### src/rtl/bcd_serial_addsub_ctrl.sv
// Digit-serial BCD add/subtract sequencer: one shared complement stage and digit adder, LSD first.
// Optional macro SIGN_MAG_EN adds a FIX pass that turns a negative difference into sign-magnitude.
module bcd_serial_addsub_ctrl #(
  parameter int NDIG = 2
) (
  input  logic              clk,
  input  logic              rst_n,
  input  logic              start,
  input  logic [4*NDIG-1:0] a,
  input  logic [4*NDIG-1:0] b,
  input  logic              m,
  output logic              busy,
  output logic              done,
  output logic [4*NDIG-1:0] result,
  output logic              cout,
  output logic              neg,
  output logic              err
);

  localparam int IDXW = (NDIG > 1) ? $clog2(NDIG) : 1;

`ifdef SIGN_MAG_EN
  typedef enum logic [1:0] {S_IDLE, S_ADD, S_FIX, S_DONE} state_t;
`else
  typedef enum logic [1:0] {S_IDLE, S_ADD, S_DONE} state_t;
`endif

  state_t            state_q, state_d;
  logic [4*NDIG-1:0] a_q, a_d, b_q, b_d;
  logic              m_q, m_d;
  logic [IDXW-1:0]   idx_q, idx_d;
  logic              carry_q, carry_d;
  logic              cout_q, cout_d;
  logic              err_q, err_d;
  logic [3:0]        res_q [NDIG];
  logic [3:0]        res_d [NDIG];
`ifdef SIGN_MAG_EN
  logic              neg_q, neg_d;
`endif

  logic [3:0]      a_dig [NDIG];
  logic [3:0]      b_dig [NDIG];
  logic [NDIG-1:0] bad_dig;

  genvar gi;
  generate
    for (gi = 0; gi < NDIG; gi++) begin : g_dig
      assign a_dig[gi]           = a_q[4*gi +: 4];
      assign b_dig[gi]           = b_q[4*gi +: 4];
      assign result[4*gi +: 4]   = res_q[gi];
      assign bad_dig[gi]         = (a[4*gi +: 4] > 4'd9) || (b[4*gi +: 4] > 4'd9);
    end
  endgenerate

  // Shared digit datapath: optional 9's complement of the second operand, then BCD add.
  logic [3:0] op_a, op_b, op_x, sum_dig;
  logic       op_cpl, sum_carry;
  logic [4:0] sum_raw;
  logic       last_dig;

  always_comb begin
    op_a   = a_dig[idx_q];
    op_b   = b_dig[idx_q];
    op_cpl = m_q;
`ifdef SIGN_MAG_EN
    // FIX negates the stored digit: 0 + (9 - r) + carry, carry seeded with 1.
    if (state_q == S_FIX) begin
      op_a   = 4'd0;
      op_b   = res_q[idx_q];
      op_cpl = 1'b1;
    end
`endif
    op_x    = op_cpl ? (4'd9 - op_b) : op_b;
    sum_raw = {1'b0, op_a} + {1'b0, op_x} + {4'd0, carry_q};
    if (sum_raw > 5'd9) begin
      sum_dig   = 4'(sum_raw - 5'd10);
      sum_carry = 1'b1;
    end else begin
      sum_dig   = sum_raw[3:0];
      sum_carry = 1'b0;
    end
    last_dig = (idx_q == IDXW'(NDIG - 1));
  end

  always_comb begin
    state_d = state_q;
    a_d     = a_q;
    b_d     = b_q;
    m_d     = m_q;
    idx_d   = idx_q;
    carry_d = carry_q;
    cout_d  = cout_q;
    err_d   = err_q;
    res_d   = res_q;
`ifdef SIGN_MAG_EN
    neg_d   = neg_q;
`endif
    case (state_q)
      S_IDLE: begin
        if (start) begin
          a_d     = a;
          b_d     = b;
          m_d     = m;
          err_d   = 1'b0;
          idx_d   = '0;
          carry_d = m;
`ifdef SIGN_MAG_EN
          neg_d   = 1'b0;
`endif
          if (|bad_dig) begin
            err_d  = 1'b1;
            cout_d = 1'b0;
            for (int i = 0; i < NDIG; i++) res_d[i] = 4'd0;
            state_d = S_DONE;
          end else begin
            state_d = S_ADD;
          end
        end
      end
      S_ADD: begin
        res_d[idx_q] = sum_dig;
        carry_d      = sum_carry;
        idx_d        = idx_q + IDXW'(1);
        if (last_dig) begin
          cout_d  = sum_carry;
          idx_d   = '0;
          state_d = S_DONE;
`ifdef SIGN_MAG_EN
          if (m_q && !sum_carry) begin
            carry_d = 1'b1;
            state_d = S_FIX;
          end
`endif
        end
      end
`ifdef SIGN_MAG_EN
      S_FIX: begin
        res_d[idx_q] = sum_dig;
        carry_d      = sum_carry;
        idx_d        = idx_q + IDXW'(1);
        if (last_dig) begin
          idx_d   = '0;
          neg_d   = 1'b1;
          state_d = S_DONE;
        end
      end
`endif
      S_DONE:  state_d = S_IDLE;
      default: state_d = S_IDLE;
    endcase
  end

  always_ff @(posedge clk) begin
    if (!rst_n) begin
      state_q <= S_IDLE;
      a_q     <= '0;
      b_q     <= '0;
      m_q     <= 1'b0;
      idx_q   <= '0;
      carry_q <= 1'b0;
      cout_q  <= 1'b0;
      err_q   <= 1'b0;
      for (int i = 0; i < NDIG; i++) res_q[i] <= 4'd0;
`ifdef SIGN_MAG_EN
      neg_q   <= 1'b0;
`endif
    end else begin
      state_q <= state_d;
      a_q     <= a_d;
      b_q     <= b_d;
      m_q     <= m_d;
      idx_q   <= idx_d;
      carry_q <= carry_d;
      cout_q  <= cout_d;
      err_q   <= err_d;
      res_q   <= res_d;
`ifdef SIGN_MAG_EN
      neg_q   <= neg_d;
`endif
    end
  end

`ifdef SIGN_MAG_EN
  assign busy = (state_q == S_ADD) || (state_q == S_FIX);
  assign neg  = neg_q;
`else
  assign busy = (state_q == S_ADD);
  assign neg  = 1'b0;
`endif
  assign done = (state_q == S_DONE);
  assign cout = cout_q;
  assign err  = err_q;

endmodule

### config.mk
export PLATFORM = sky130hd
export DESIGN_NAME = bcd_serial_addsub_ctrl
export DESIGN_NICKNAME = d
export VERILOG_FILES = /design/src/rtl/bcd_serial_addsub_ctrl.sv
export SDC_FILE = /design/constraint.sdc
export NUM_CORES = 1
export LEC_CHECK = 0
export CORE_MARGIN = 3
export CORE_UTILIZATION = 54
export CTS_CLUSTER_SIZE = 12
export DETAILED_ROUTE_END_ITERATION = 16
export PLACE_DENSITY = 0.84
export SLEW_MARGIN = 20
export SYNTH_ARGS = -nofsm -noshare
export SYNTH_HDL_FRONTEND = slang
export SYNTH_SLANG_ARGS = --single-unit
### constraint.sdc
create_clock -name clk -period 5.7 [get_ports clk]
set_input_delay 0.57 -clock clk [delete_from_list [all_inputs] [get_ports clk]]
set_output_delay 0.57 -clock clk [all_outputs]
set_load 0.02 [all_outputs]
==> results of run 1 <==
## layout by cell type (no fill, tap or decap), drive strengths merged, types with 4 or more instances in the layout
master,count
nand2,39
o21ai,8
a21oi,26
mux2i,6
clkdlybuf4s50,31
dfxtp,31
nor2,19
a22oi,4
clkbuf,7
ha,5
inv,6
## area by class of cell
cell class	instances	area [um^2]	share of cell area, %
Inverter	6	22.5	1.17
Clock buffer	7	65.1	3.39
Timing Repair Buffer	31	310	16.1
Tap cell	30	37.5	1.95
Multi-Input combinational cell	144	858	44.7
Sequential cell	31	621	32.3
Clock inverter	1	7.51	0.391
## where the power goes
| group | switching [W] | internal (W) |
|---|---|---|
| clock network | 0.0000778 | 0.0000721 |
| logic | 0.0000668 | 0.0000509 |
| registers | 0.00000729 | 0.000227 |
## worst max-delay path by stage
stage	startpoint	endpoint	cells after the start
2_1_floorplan	idx_q	result[2]	12
5_1_grt	idx_q	result[6]	11
3_3_place_gp	idx_q	result[2]	11
4_1_cts	idx_q	result[6]	11
3_5_place_dp	idx_q	result[6]	11
6_report	idx_q	result[6]	11
## critical path: stages, from the launching register on
cell	delay [ps]
dfxtp_1	680
mux2i_1	280
xor2_1	210
fa_1	220
inv_1	60
fa_1	410
xnor2_1	360
ha_1	270
a22oi_1	180
a31o_4	320
or3_1	330
a21oi_1	140
## per-layer routing
metal / track usage, % / vias to the layer above
met5: 0 / -
met4: 11.0 / 0
met3: 7.63 / 16
met2: 40.2 / 56
met1: 23.8 / 673
li1: - / 711
## logic make-up (layout without fill, tap and decap cells)
logic type / after synthesis / count (layout) / share of synthesized area (%)
mux: 9 / 9 / 6.10
fa+ha+maj: 7 / 7 / 6.67
simple gates: 72 / 72 / 20.2
other cells: 1 / 1 / 0.244
xor+xnor: 3 / 3 / 1.71
compound gates: 52 / 52 / 20.8
flops: 31 / 31 / 40.3
buf+inv: 15 / 45 / 3.90
## stage by stage
step,setup slack (ps),hold WS [ps]
6_report,2160,463
4_1_cts,2180,463
3_5_place_dp,2220,449
5_1_grt,1900,490
3_3_place_gp,2480,444
2_1_floorplan,2530,433
## sequential cells by signal, summed over array words and instances (netlist names)
name and cells:
b_q 8, err 1, cout 1, m_q 1, idx_q 1, a_q 8
state_q 2, result 8, carry_q 1
==> flow_metrics.py, run 1 <==
metrics = {
    "clock_network": {
        "cts_tree": "built",
        "clk_latency_ps": 330,
        "clock-sinks": 31,
        "cts.htree.levels": 2,
        "cts-resized-gates": 0,
        "post_cts_buffers": 0,
        "hold_buffers": 0,
        "cts_root_buffer": "clkbuf_4",
        "clock_path_buffers": 2,
        "cts_buffers": 5,
        "clk_pin_slew_ps": 100,
    },
    "cells_and_area": {
        "final_nets": 246,
        "drive_gt1_share_pct": 7.27,
        "synthToLayoutAreaGrowth_pct": 24.9,
        "fin_cells": 250,
        "final_core_util_pct": 74.2,
        "fill_cells": 200,
        "antenna_cells": 0,
        "design_area_mm2": 0.00192,
    },
    "route": {
        "vias": 1456,
        "drc": 0,
        "via_per_inst": 5.82,
        "wl_met2_um": 1840,
        "drt_pre_antenna_iters": 5,
        "drtIter0Drc": 95,
        "postRouteAntennaNets": 0,
        "wl_met1_um": 1390,
        "top_layer_used": "met4",
        "routed-wl-met3_um": 226,
        "wl_per_cell_um": 14.3,
        "routed_wl_um": 3570,
    },
    "yosys": {
        "ys_types": 37,
        "yosysMostFrequentCell": "nand2_1",
        "seq_area_frac_synth_pct": 40.3,
        "synth.top_cell.area_share_pct": 40.3,
        "synthTopCellsByArea": "dfxtp_1 (40%), nand2_1 (9.5%), a21oi_1 (8.5%)",
        "synth_edf_count": 0,
        "synth_largest_area_cell": "dfxtp_1",
        "ys_ff_latch": 31,
        "synth_area_mm2": 0.00154,
        "syn-num-nets": 217,
        "async_flop_share_pct": 0,
        "synth_ff_type": "dfxtp_1",
        "netlist_instances": 190,
        "synth_warnings": 0,
        "syn_avg_cell_area_um2": 8.10,
        "synthTopCellsByCount": "nand2_1 (39), dfxtp_1 (31), a21oi_1 (26), nor2_1 (19), o21ai_0 (8)",
    },
    "run": {
        "maxCapViolCount": 0,
    },
    "place": {
        "routabilityCongestion": 0.862,
        "hpwl_um": 2680,
        "place_area_mm2": 0.00185,
        "numPortBuffers": 31,
        "dp_cells": 242,
    },
    "global_route": {
        "antenna_found_initial": 0,
        "overflow": 0,
        "grt_pass1_vias": 1384,
        "grt_pass1_wl_um": 6000,
        "grt_max_degree": 31,
        "grt_usage_pct": 22.7,
    },
    "floorplan": {
        "start_util_pct": 59.4,
        "die_height_um": 59.4,
        "core_mm2": 0.00259,
        "rows": 18,
        "io_pins": 33,
        "die_x_um": 59.4,
        "die_area_mm2": 0.00353,
    },
    "sta": {
        "rsz0062_at_grt": "false",
        "period_needed_ps": 3540,
        "skew_ps": 9.41,
        "worst_pin_slew_ps": 898,
        "fmax_ghz": 0.283,
        "hold_viol_final": 0,
        "tns_ps": 0,
        "setup_violations": 0,
        "slew_headroom_pct": 40.1,
        "finalCritPeriodShare_pct": 62.1,
        "final-max-slew-violation-count": 0,
    },
    "worst_setup_path": {
        "cp_max_fo": 13,
        "crit_type": "reg -> reg",
        "reg2reg_depth": 11,
        "timing.rr.end": "result[6]",
        "r2r_start": "idx_q",
        "cp.arrival_ps": 3790,
        "cp.required_ps": 5950,
        "r2r_slack_ps": 2160,
        "crit_path_start_kind": "register",
        "end_kind": "register",
    },
    "min_path": {
        "hold_end": "a_q[1]",
        "min_path_type": "reg -> reg",
        "hp-start": "a_q[1]",
        "hold_depth": 2,
    },
    "power": {
        "p_total_w": 0.000502,
        "peakVddDrop_mv": 0.215,
        "p_leak_nw": 0.750,
        "power.density_mw_per_mm2": 261,
    },
    "status": {
        "status": "complete, no violations",
    },
}
Note: power is estimated with default switching activity, not from simulation.
==> run 2: changes to the inputs <==
--- a/config.mk
+++ b/config.mk
@@ -6,10 +6,10 @@
 export NUM_CORES = 1
 export LEC_CHECK = 0
 export CORE_MARGIN = 3
-export CORE_UTILIZATION = 54
+export CORE_UTILIZATION = 50
 export CTS_CLUSTER_SIZE = 12
 export DETAILED_ROUTE_END_ITERATION = 16
-export PLACE_DENSITY = 0.84
+export PLACE_DENSITY = 0.79
 export SLEW_MARGIN = 20
 export SYNTH_ARGS = -nofsm -noshare
 export SYNTH_HDL_FRONTEND = slang
==> constraint.sdc (replaced) <==
create_clock -name clk -period 3.4 [get_ports clk]
set_input_delay 0.34 -clock clk [delete_from_list [all_inputs] [get_ports clk]]
set_output_delay 0.34 -clock clk [all_outputs]
set_load 0.02 [all_outputs]
==> run 2 against run 1 <==
Against the previous run:
- count of clock-buffer cells in the layout shrank 1
- sequential cell count is the same
- clock power grew 29%
- sequential share of layout area grew 0.17 points
- final cell count grew 0.40%
- routed wire length grew 1.4%
- combinational power grew 70%
- global-route usage shrank 0.56 points
- fmax grew 12%
- critical path type unchanged
- largest power group unchanged
==> flow_metrics.py, run 2 (synthesis gave the netlist of run 1 again) <==
metrics = {
    "cells_and_area": {
        "drive_gt1_share_pct": 7.73,
        "mostFrequentLayoutCell": "nand2_1",
        "synthToLayoutAreaGrowth_pct": 24.5,
        "antenna_cells": 0,
        "fin_cells": 251,
        "final_core_util_pct": 67.1,
        "final_nets": 248,
        "fill_cells": 253,
        "final_cell_mix": "nand2_1 (39), clkdlybuf4s50_1 (31), dfxtp_1 (30), a21oi_1 (26), nor2_1 (19)",
    },
    "floorplan": {
        "core_mm2": 0.00285,
        "rows": 19,
        "die_area_mm2": 0.00378,
        "io_pins": 33,
        "start_util_pct": 53.9,
        "die_x_um": 61.5,
        "die_height_um": 61.5,
    },
    "worst_setup_path": {
        "timing.critical_path.slowest_stage_cell": "fa_1",
        "crit_path_start_kind": "register",
        "crit_family": "adder cells",
        "end_kind": "register",
        "cp.arrival_ps": 3360,
        "cp_max_fo": 10,
        "crit_type": "reg -> reg",
        "critical_path_buf_inv_count": 2,
        "slowest_delay_ps": 570,
        "path_cells": "mux2i_1 -> xor2_1 -> fa_1 -> inv_1 -> fa_1 -> inv_1 -> ha_1 -> a22oi_1 -> o21bai_1 -> a21oi_1 -> o31ai_1",
        "cp.required_ps": 3600,
    },
    "sta": {
        "worst_pin_slew_ps": 866,
        "tns_ps": 0,
        "hold_slack_ps": 456,
        "setup_violations": 0,
        "slew_headroom_pct": 42.2,
        "hold_viol_final": 0,
        "skew_ps": 12.1,
        "final-max-slew-violation-count": 0,
        "finalCritPeriodShare_pct": 93.2,
        "fmax_ghz": 0.316,
        "rsz0062_at_grt": "false",
        "period_needed_ps": 3170,
    },
    "clock_network": {
        "clk_pin_slew_ps": 100,
        "cts.htree.levels": 2,
        "clk_latency_ps": 330,
        "cts_tree": "built",
        "cts_buffers": 5,
        "clock-sinks": 31,
        "cts_root_buffer": "clkbuf_4",
        "post_cts_buffers": 0,
        "cts-resized-gates": 0,
        "hold_buffers": 0,
        "clock_path_buffers": 2,
    },
    "run": {
        "maxCapViolCount": 0,
    },
    "route": {
        "vias": 1418,
        "via_per_inst": 5.65,
        "drc": 0,
        "drtIter0Drc": 106,
        "routed_wl_um": 3620,
        "postRouteAntennaNets": 0,
        "wl_per_cell_um": 14.4,
        "drt_pre_antenna_iters": 4,
    },
    "place": {
        "numPortBuffers": 31,
        "dp_cells": 245,
        "routabilityCongestion": 0.926,
        "hpwl_um": 2740,
    },
    "global_route": {
        "overflow": 0,
        "grt_max_degree": 31,
        "grt_pass1_vias": 1407,
        "grt_usage_pct": 22.2,
        "antenna_found_initial": 0,
        "grt_pass1_wl_um": 6070,
    },
    "power": {
        "peakVddDrop_mv": 0.279,
        "power.density_mw_per_mm2": 411,
        "p_leak_nw": 0.750,
    },
    "status": {
        "status": "complete, no violations",
    },
    "min_path": {
        "min_path_type": "reg -> reg",
    },
}
## run 2: cell types whose count changed in the layout (fill, tap and decap cells not counted)
| cell | before | now |
|---|---|---|
| clkinvlp_4 | 1 | 0 |
| dfxtp_2 | 0 | 1 |
| xnor2_2 | 0 | 1 |
| clkbuf_8 | 2 | 0 |
| dfxtp_1 | 31 | 30 |
| buf_4 | 0 | 2 |
| clkbuf_1 | 0 | 1 |
| xnor2_1 | 1 | 0 |
## run 2: area by class of cell
type	instances	area (um^2)	area share [%]
sequential	31	622	32.5
timing repair buffer	33	325	17.0
tap	31	38.8	2.02
inverter	6	22.5	1.18
clock buffer	6	41.3	2.16
multi-input combinational	144	866	45.2
## run 2: worst paths after layout
path / start / to / slack, ps / cells after the start
setup / recovery: idx_q / result[3] / 230 / 11
hold / removal: a_q[6] / a_q[6] / 460 / 2
setup reg to reg: idx_q / result[3] / 230 / 11
hold reg to reg: a_q[6] / a_q[6] / 460 / 2
## run 2: through the flow
step                worst slack [ps]  total power, W  area (um^2)
CTS                              107        0.000785         1910
detailed placement               133        0.000596         1870
global route                    8.79        0.000829         1920
global placement                 309        0.000585         1870
finish                           231        0.000787         1920
floorplan                        229        0.000532         1540
## run 2: routing by layer
metal / GRT usage [%] / wire length (um)
met2: 39.5 / 1790
met1: 23.1 / 1560
met5: 0 / 0
met3: 7.34 / 203
met4: 11.2 / 64
## run 2: worst min-delay path, stage by stage (launching register included)
cell and delay [ps]:
dfxtp_1 310, nand2_1 50, a21oi_1 50
## run 2: power breakdown
part	switching [W]	total [W]	internal, W
clock network	0.000119	0.000193	0.0000734
registers	0.0000118	0.000393	0.000381
logic	0.000112	0.000201	0.0000883
total	0.000244	0.000787	0.000543
